[src/rtl/spi_slave_if.sv]
// spi_slave_if: SPI pins plus rx/tx byte handshake of spi_slave.
// Ports: SPI mode-0 pins (i_spi_clk, i_cs, i_spi_mosi, o_spi_miso, o_spi_miso_oe),
// rx byte stream (o_rx_data, o_rx_valid, o_rx_first), tx holding buffer
// (i_tx_data, i_tx_valid, o_tx_ready, o_tx_underrun) and status (o_frame_abort, o_busy).
interface spi_slave_if;
    logic       i_spi_clk;
    logic       i_cs;
    logic       i_spi_mosi;
    logic       o_spi_miso;
    logic       o_spi_miso_oe;
    logic [7:0] o_rx_data;
    logic       o_rx_valid;
    logic       o_rx_first;
    logic [7:0] i_tx_data;
    logic       i_tx_valid;
    logic       o_tx_ready;
    logic       o_tx_underrun;
    logic       o_frame_abort;
    logic       o_busy;

    modport slave (
        input  i_spi_clk, i_cs, i_spi_mosi, i_tx_data, i_tx_valid,
        output o_spi_miso, o_spi_miso_oe, o_rx_data, o_rx_valid, o_rx_first,
               o_tx_ready, o_tx_underrun, o_frame_abort, o_busy
    );

    modport master (
        output i_spi_clk, i_cs, i_spi_mosi, i_tx_data, i_tx_valid,
        input  o_spi_miso, o_spi_miso_oe, o_rx_data, o_rx_valid, o_rx_first,
               o_tx_ready, o_tx_underrun, o_frame_abort, o_busy
    );
endinterface

[src/rtl/spi_slave.sv]
// spi_slave: SPI mode-0 slave oversampled by i_clk, with one-byte tx holding buffer.
// Ports: i_clk (system clock), i_rst (sync active-high reset), bus (spi_slave_if.slave:
// SPI pins, rx byte output with first-byte flag, tx buffer write handshake, status pulses).
module spi_slave #(
    parameter int         P_SYNC_STAGES = 2,
    parameter logic [7:0] P_IDLE_MISO   = 8'hFF
) (
    input logic        i_clk,
    input logic        i_rst,
    spi_slave_if.slave bus
);
    typedef enum logic {IDLE, ACTIVE} state_t;
    state_t state, state_nxt;
    logic [P_SYNC_STAGES-1:0] sck_sync, cs_sync, mosi_sync;
    logic       sck_d, cs_d;
    logic       sck_s, cs_s, mosi_s;
    logic       active, cs_assert, cs_deassert, start, rise, fall, load, wr;
    logic [2:0] bit_cnt;
    logic [6:0] rx_shift;
    logic [7:0] tx_shift, tx_buf, rx_data;
    logic       tx_full, first, byte_done;
    logic       rx_valid, rx_first, underrun, abort;

    always_ff @(posedge i_clk) begin
        if (i_rst) begin
            sck_sync  <= '0;
            cs_sync   <= '1;
            mosi_sync <= '0;
            sck_d     <= 1'b0;
            cs_d      <= 1'b1;
        end else begin
            sck_sync  <= {sck_sync[P_SYNC_STAGES-2:0], bus.i_spi_clk};
            cs_sync   <= {cs_sync[P_SYNC_STAGES-2:0], bus.i_cs};
            mosi_sync <= {mosi_sync[P_SYNC_STAGES-2:0], bus.i_spi_mosi};
            sck_d     <= sck_s;
            cs_d      <= cs_s;
        end
    end

    assign sck_s       = sck_sync[P_SYNC_STAGES-1];
    assign cs_s        = cs_sync[P_SYNC_STAGES-1];
    assign mosi_s      = mosi_sync[P_SYNC_STAGES-1];
    assign active      = state == ACTIVE;
    assign cs_assert   = ~cs_s & cs_d;
    assign cs_deassert = cs_s & ~cs_d;
    assign start       = ~active & cs_assert;
    // A CS release suppresses any SCK edge seen in the same cycle, so a master
    // that drops SCK together with CS does not trigger a trailing tx load.
    assign rise        = active & ~cs_deassert & sck_s & ~sck_d;
    assign fall        = active & ~cs_deassert & ~sck_s & sck_d;
    assign load        = start | (fall & bit_cnt == 3'd0 & byte_done);
    assign wr          = bus.i_tx_valid & ~tx_full;

    always_ff @(posedge i_clk) begin
        if (i_rst) state <= IDLE;
        else       state <= state_nxt;
    end

    always_comb begin
        state_nxt = (~active & cs_assert) ? ACTIVE :
                    (active & cs_deassert) ? IDLE : state;
    end

    always_ff @(posedge i_clk) begin
        if (i_rst) begin
            bit_cnt   <= '0;
            rx_shift  <= '0;
            tx_shift  <= '0;
            tx_buf    <= '0;
            rx_data   <= '0;
            tx_full   <= 1'b0;
            first     <= 1'b0;
            byte_done <= 1'b0;
            rx_valid  <= 1'b0;
            rx_first  <= 1'b0;
            underrun  <= 1'b0;
            abort     <= 1'b0;
        end else begin
            rx_valid <= 1'b0;
            underrun <= 1'b0;
            abort    <= 1'b0;
            if (start) begin
                bit_cnt   <= '0;
                first     <= 1'b1;
                byte_done <= 1'b0;
            end
            if (active && cs_deassert) begin
                bit_cnt <= '0;
                abort   <= bit_cnt != 3'd0;
            end
            if (rise) begin
                rx_shift <= {rx_shift[5:0], mosi_s};
                bit_cnt  <= bit_cnt + 3'd1;
                if (bit_cnt == 3'd7) begin
                    rx_data   <= {rx_shift, mosi_s};
                    rx_valid  <= 1'b1;
                    rx_first  <= first;
                    first     <= 1'b0;
                    byte_done <= 1'b1;
                end
            end
            if (load) begin
                tx_shift <= tx_full ? tx_buf : P_IDLE_MISO;
                underrun <= ~tx_full;
            end else if (fall) begin
                tx_shift <= {tx_shift[6:0], 1'b0};
            end
            // A write can only target an empty buffer, so a same-cycle load
            // always reports underrun and never bypasses the incoming byte.
            if (wr) begin
                tx_buf  <= bus.i_tx_data;
                tx_full <= 1'b1;
            end else if (load) begin
                tx_full <= 1'b0;
            end
        end
    end

    assign bus.o_spi_miso    = tx_shift[7];
    assign bus.o_spi_miso_oe = ~cs_s;
    assign bus.o_rx_data     = rx_data;
    assign bus.o_rx_valid    = rx_valid;
    assign bus.o_rx_first    = rx_first;
    assign bus.o_tx_ready    = ~tx_full;
    assign bus.o_tx_underrun = underrun;
    assign bus.o_frame_abort = abort;
    assign bus.o_busy        = active;
endmodule

[src/flat_wrapper.sv]
// flat-port wrapper written by rule: the top's interface ports become plain ports
module spi_slave_flat 
#(
    parameter int         P_SYNC_STAGES = 2,
    parameter logic [7:0] P_IDLE_MISO   = 8'hFF
)
  (i_clk, i_rst, bus_i_spi_clk, bus_i_cs, bus_i_spi_mosi, bus_i_tx_data, bus_i_tx_valid, bus_o_spi_miso, bus_o_spi_miso_oe, bus_o_rx_data, bus_o_rx_valid, bus_o_rx_first, bus_o_tx_ready, bus_o_tx_underrun, bus_o_frame_abort, bus_o_busy);
  spi_slave_if bus_i ();
  input logic i_clk;
  input logic i_rst;
  input wire logic [$bits(bus_i.i_spi_clk)-1:0] bus_i_spi_clk;
  input wire logic [$bits(bus_i.i_cs)-1:0] bus_i_cs;
  input wire logic [$bits(bus_i.i_spi_mosi)-1:0] bus_i_spi_mosi;
  input wire logic [$bits(bus_i.i_tx_data)-1:0] bus_i_tx_data;
  input wire logic [$bits(bus_i.i_tx_valid)-1:0] bus_i_tx_valid;
  output wire logic [$bits(bus_i.o_spi_miso)-1:0] bus_o_spi_miso;
  output wire logic [$bits(bus_i.o_spi_miso_oe)-1:0] bus_o_spi_miso_oe;
  output wire logic [$bits(bus_i.o_rx_data)-1:0] bus_o_rx_data;
  output wire logic [$bits(bus_i.o_rx_valid)-1:0] bus_o_rx_valid;
  output wire logic [$bits(bus_i.o_rx_first)-1:0] bus_o_rx_first;
  output wire logic [$bits(bus_i.o_tx_ready)-1:0] bus_o_tx_ready;
  output wire logic [$bits(bus_i.o_tx_underrun)-1:0] bus_o_tx_underrun;
  output wire logic [$bits(bus_i.o_frame_abort)-1:0] bus_o_frame_abort;
  output wire logic [$bits(bus_i.o_busy)-1:0] bus_o_busy;
  assign bus_i.i_spi_clk = bus_i_spi_clk;
  assign bus_i.i_cs = bus_i_cs;
  assign bus_i.i_spi_mosi = bus_i_spi_mosi;
  assign bus_i.i_tx_data = bus_i_tx_data;
  assign bus_i.i_tx_valid = bus_i_tx_valid;
  assign bus_o_spi_miso = bus_i.o_spi_miso;
  assign bus_o_spi_miso_oe = bus_i.o_spi_miso_oe;
  assign bus_o_rx_data = bus_i.o_rx_data;
  assign bus_o_rx_valid = bus_i.o_rx_valid;
  assign bus_o_rx_first = bus_i.o_rx_first;
  assign bus_o_tx_ready = bus_i.o_tx_ready;
  assign bus_o_tx_underrun = bus_i.o_tx_underrun;
  assign bus_o_frame_abort = bus_i.o_frame_abort;
  assign bus_o_busy = bus_i.o_busy;
  spi_slave #(.P_SYNC_STAGES(P_SYNC_STAGES), .P_IDLE_MISO(P_IDLE_MISO)) u_core (.i_clk(i_clk), .i_rst(i_rst), .bus(bus_i));
endmodule
[config.mk]
export PLATFORM = sky130hd
export DESIGN_NAME = spi_slave_flat
export DESIGN_NICKNAME = d
export VERILOG_FILES = /design/src/rtl/spi_slave_if.sv /design/src/rtl/spi_slave.sv /design/src/flat_wrapper.sv
export SDC_FILE = /design/constraint.sdc
export NUM_CORES = 1
export LEC_CHECK = 0
export CAP_MARGIN = 10
export CORE_ASPECT_RATIO = 1.5
export CORE_MARGIN = 5
export CORE_UTILIZATION = 40
export CTS_CLUSTER_SIZE = 24
export DETAILED_ROUTE_END_ITERATION = 8
export DONT_BUFFER_PORTS = 1
export HOLD_SLACK_MARGIN = 0.12
export PLACE_DENSITY = 0.62
export SLEW_MARGIN = 20
export SYNTH_ARGS = -nofsm -noshare
export SYNTH_HDL_FRONTEND = slang
export SYNTH_SLANG_ARGS = --single-unit
[constraint.sdc]
create_clock -name i_clk -period 1.5 [get_ports i_clk]
set_input_delay 0.15 -clock i_clk [delete_from_list [all_inputs] [get_ports i_clk]]
set_output_delay 0.15 -clock i_clk [all_outputs]
set_load 0.02 [all_outputs]
==> key figures <==
Critical path
  • Startpoint Class: register
  • Crit end category: register
  • CP Max Fanout: 6
  • CP arrival: 1600 ps
  • Worst path required time: 1720 ps
  • Worst Setup Path Type: reg2reg

Clock network
  • Clock Sinks: 50
  • Max H-tree Level: 2
  • Num CTS Buffers: 5
  • TritonCTS clock tree: done
  • Worst-path clk slew: 80 ps
  • CTS Buffer Depth: 2
  • CTS root buf: clkbuf_8
  • Worst-Skew Late Latency: 290 ps

GRT
  • Global-route wire length before repair: 6.44 mm
  • Number of global-route vias before repair: 1,431
  • Met3 Track Usage GR: 3.89%
  • Pin count of the biggest net entering global routing: 51
  • Global route overflow: 0
  • Initial antenna violation count: 0
  • Grt peak-use layer: met2
  • Met1 Usage GRT: 14.1%
  • Total global routing track utilization: 13.1%
  • Met2 Use GR: 23.5%

STA
  • Setup Skew: 1.72 ps
  • Final period util: 92.6%
  • Rel. slew slack: 69.6%
  • Final Worst Setup Slack: 112 ps
  • Fin Hold WS: 140 ps
  • RSZ-0062 raised after global routing: yes
  • Least-Margin Pin Slew: 449 ps
  • Post-route setup TNS: 0 ps
  • Max Slew Vio Count: 0
  • Hold Fails Final Rpt: 0
  • Finish-stage setup viols: 0
  • Min cycle time layout: 1390 ps
  • Fmax: 720 MHz

Placed design
  • Post-DP HPWL: 2.60 mm
  • PortBufs: 0
  • Dpl cells: 287
  • Pre-CTS setup slack: 2.58 ps
  • GP Congestion: 0.786

Run
  • Total of max-cap violations: 0

Floorplan
  • Die footprint: 6390 µm²
  • Num rows: 31
  • I/O Pins: 30
  • Starting Density: 40.8%
  • Core Area: 4770 µm²
  • Die Ht: 95.4 µm
  • Die width: 67.0 µm

Final layout
  • Fin cells: 308
  • Most frequent cells in the layout: 48 x dfxtp_1, 46 x nand2_1, 32 x a21oi_1
  • Share of post-route cells with drive strength above 1: 15.3%
  • Layout Nets: 259
  • Antenna Diode Count: 0
  • Most common cell after layout, fill and taps aside: dfxtp_1
  • Area delta synth->final: 18.8%

Power
  • P_sw: 519 µW
  • Peak supply drop: 0.714 mV
  • Clk network pwr share: 31.5%
  • Sw frac: 22.7%
  • Logic pwr share: 7.8%
  • P_int: 1.77 mW
  • Tot Pwr: 2.29 mW
  • Sequential Power Share: 60.7%
  • Pwr/cell area: 989 nW/µm²
  • Static leakage: 0.862 nW

Route
  • WL/cell: 12.6 µm
  • DRC: 0
  • DRT iter0 DRCs: 70
  • First drt pass iteration count: 4
  • Via-per-instance ratio: 4.93
  • Final WL: 3.89 mm
  • Via Count: 1,518
  • Final ANT Viol Nets: 0

Synthesis
  • Net Count, Synth: 240
  • Avg Inst Size Synth: 8.73 µm²
  • Post-synthesis instance total: 223
  • Area contributors post-synth: dfxtp_1 51%, nand2_1 8.9%, a21oi_1 8.2%, nand3_1 4.1%, nor2b_1 3.2%
  • Synth Register Bits: 50
  • Cell taking the most area after synthesis: dfxtp_1
  • Share of the synthesized area in the top cell type: 51.4%
  • Ys Warns: 0
  • Cell area after synthesis: 1950 µm²
  • Yosys cell types: 34
  • Register area share after synthesis: 51.4%

Outcome
  • Status: finished, final reports clean

Min path
  • Tightest Hold Check Type: in2reg
[worst paths after layout]
kind	from	to	slack, ps	cells past startpoint
worst max-delay path	u_core.bit_cnt[1]	u_core.tx_shift[2]	110	7
worst max register to register	u_core.bit_cnt[1]	u_core.tx_shift[2]	110	7
worst min-delay path	i_rst	u_core.tx_shift[6]	140	2
worst min register to register	u_core.cs_sync[0]	u_core.cs_sync[1]	420	1
[per-stage QoR]
| step | instance area, µm² | utilization, % |
|---|---|---|
| after floorplan | 1950 | - |
| after global placement | 2050 | 43.0 |
| after detailed placement | 2050 | 43.0 |
| after CTS | 2260 | 47.4 |
| after global routing | 2310 | 48.5 |
| final | 2310 | 48.5 |
[power groups by stage]
stage / clock, mW / sequential (mW) / combinational [mW]
after floorplan: 0 / 1.41 / 0.115
after global placement: 0 / 1.42 / 0.120
after detailed placement: 0 / 1.42 / 0.122
after CTS: 0.760 / 1.39 / 0.171
after global routing: 0.813 / 1.39 / 0.198
final: 0.720 / 1.39 / 0.177
[final cells by class]
class | instances | area [µm²]
clock buffers | 7 | 76.3
fillers | 473 | 2460
inverters | 4 | 15.0
multi-input cells | 154 | 887
flip-flops and latches | 50 | 1000
well taps | 66 | 82.6
repair buffers | 27 | 248
[sequential cells by signal, indices dropped and copies added, names as in the netlist, 2 cells and up]
register and cells:
u_core.rx_shift 7, u_core.sck_sync 2, u_core.bit_cnt 3, u_core.bus.o_rx_data 8
u_core.tx_shift 8, u_core.tx_buf 8, u_core.cs_sync 2, u_core.mosi_sync 2
[logic make-up after synthesis]
kind of cell,count (synthesis),synth area share [%]
simple gates,101,25.4
flops,50,51.4
compound gates,44,13.6
buf+inv,19,4.56
mux,6,3.08
fa+ha+maj,3,1.93
[routing by layer]
layer,up-vias,wire [µm]
met1,691,1540
met4,0,60
li1,788,-
met5,-,0
met3,8,215
met2,31,2070
[cells in the mapped netlist (all sizes together)]
library cell,count
inv,4
nand2b,2
and2,6
nand4,1
and3b,1
or3b,1
nand2,46
nor4b,1
o22ai,1
clkbuf,8
or2,3
a22o,1
nor2b,10
dfxtp,50
and3,1
o21bai,1
a21oi,33
o32ai,4
ha,3
a211oi,3
a41oi,1
mux2i,6
nand3b,1
nor3,3
nor3b,1
nor2,7
nand3,17
buf,7
[repair_timing]
action                                  CTS  global route
pin swaps                                 0             6
resized for setup                         1            11
buffers inserted                          0             1
hold endpoints to repair                 50             0
hold buffers                             12             0
endpoints found under the setup margin    1            16
cloned                                    0             1
[critical path: stages (launching register included)]
cell and delay, ps:
dfxtp_2 340, inv_2 60, ha_4 130, and3b_1 190, a41oi_2 130, buf_6 170, buf_4 120, a211oi_1 170
No activity file was read; power rests on OpenSTA's default activity.
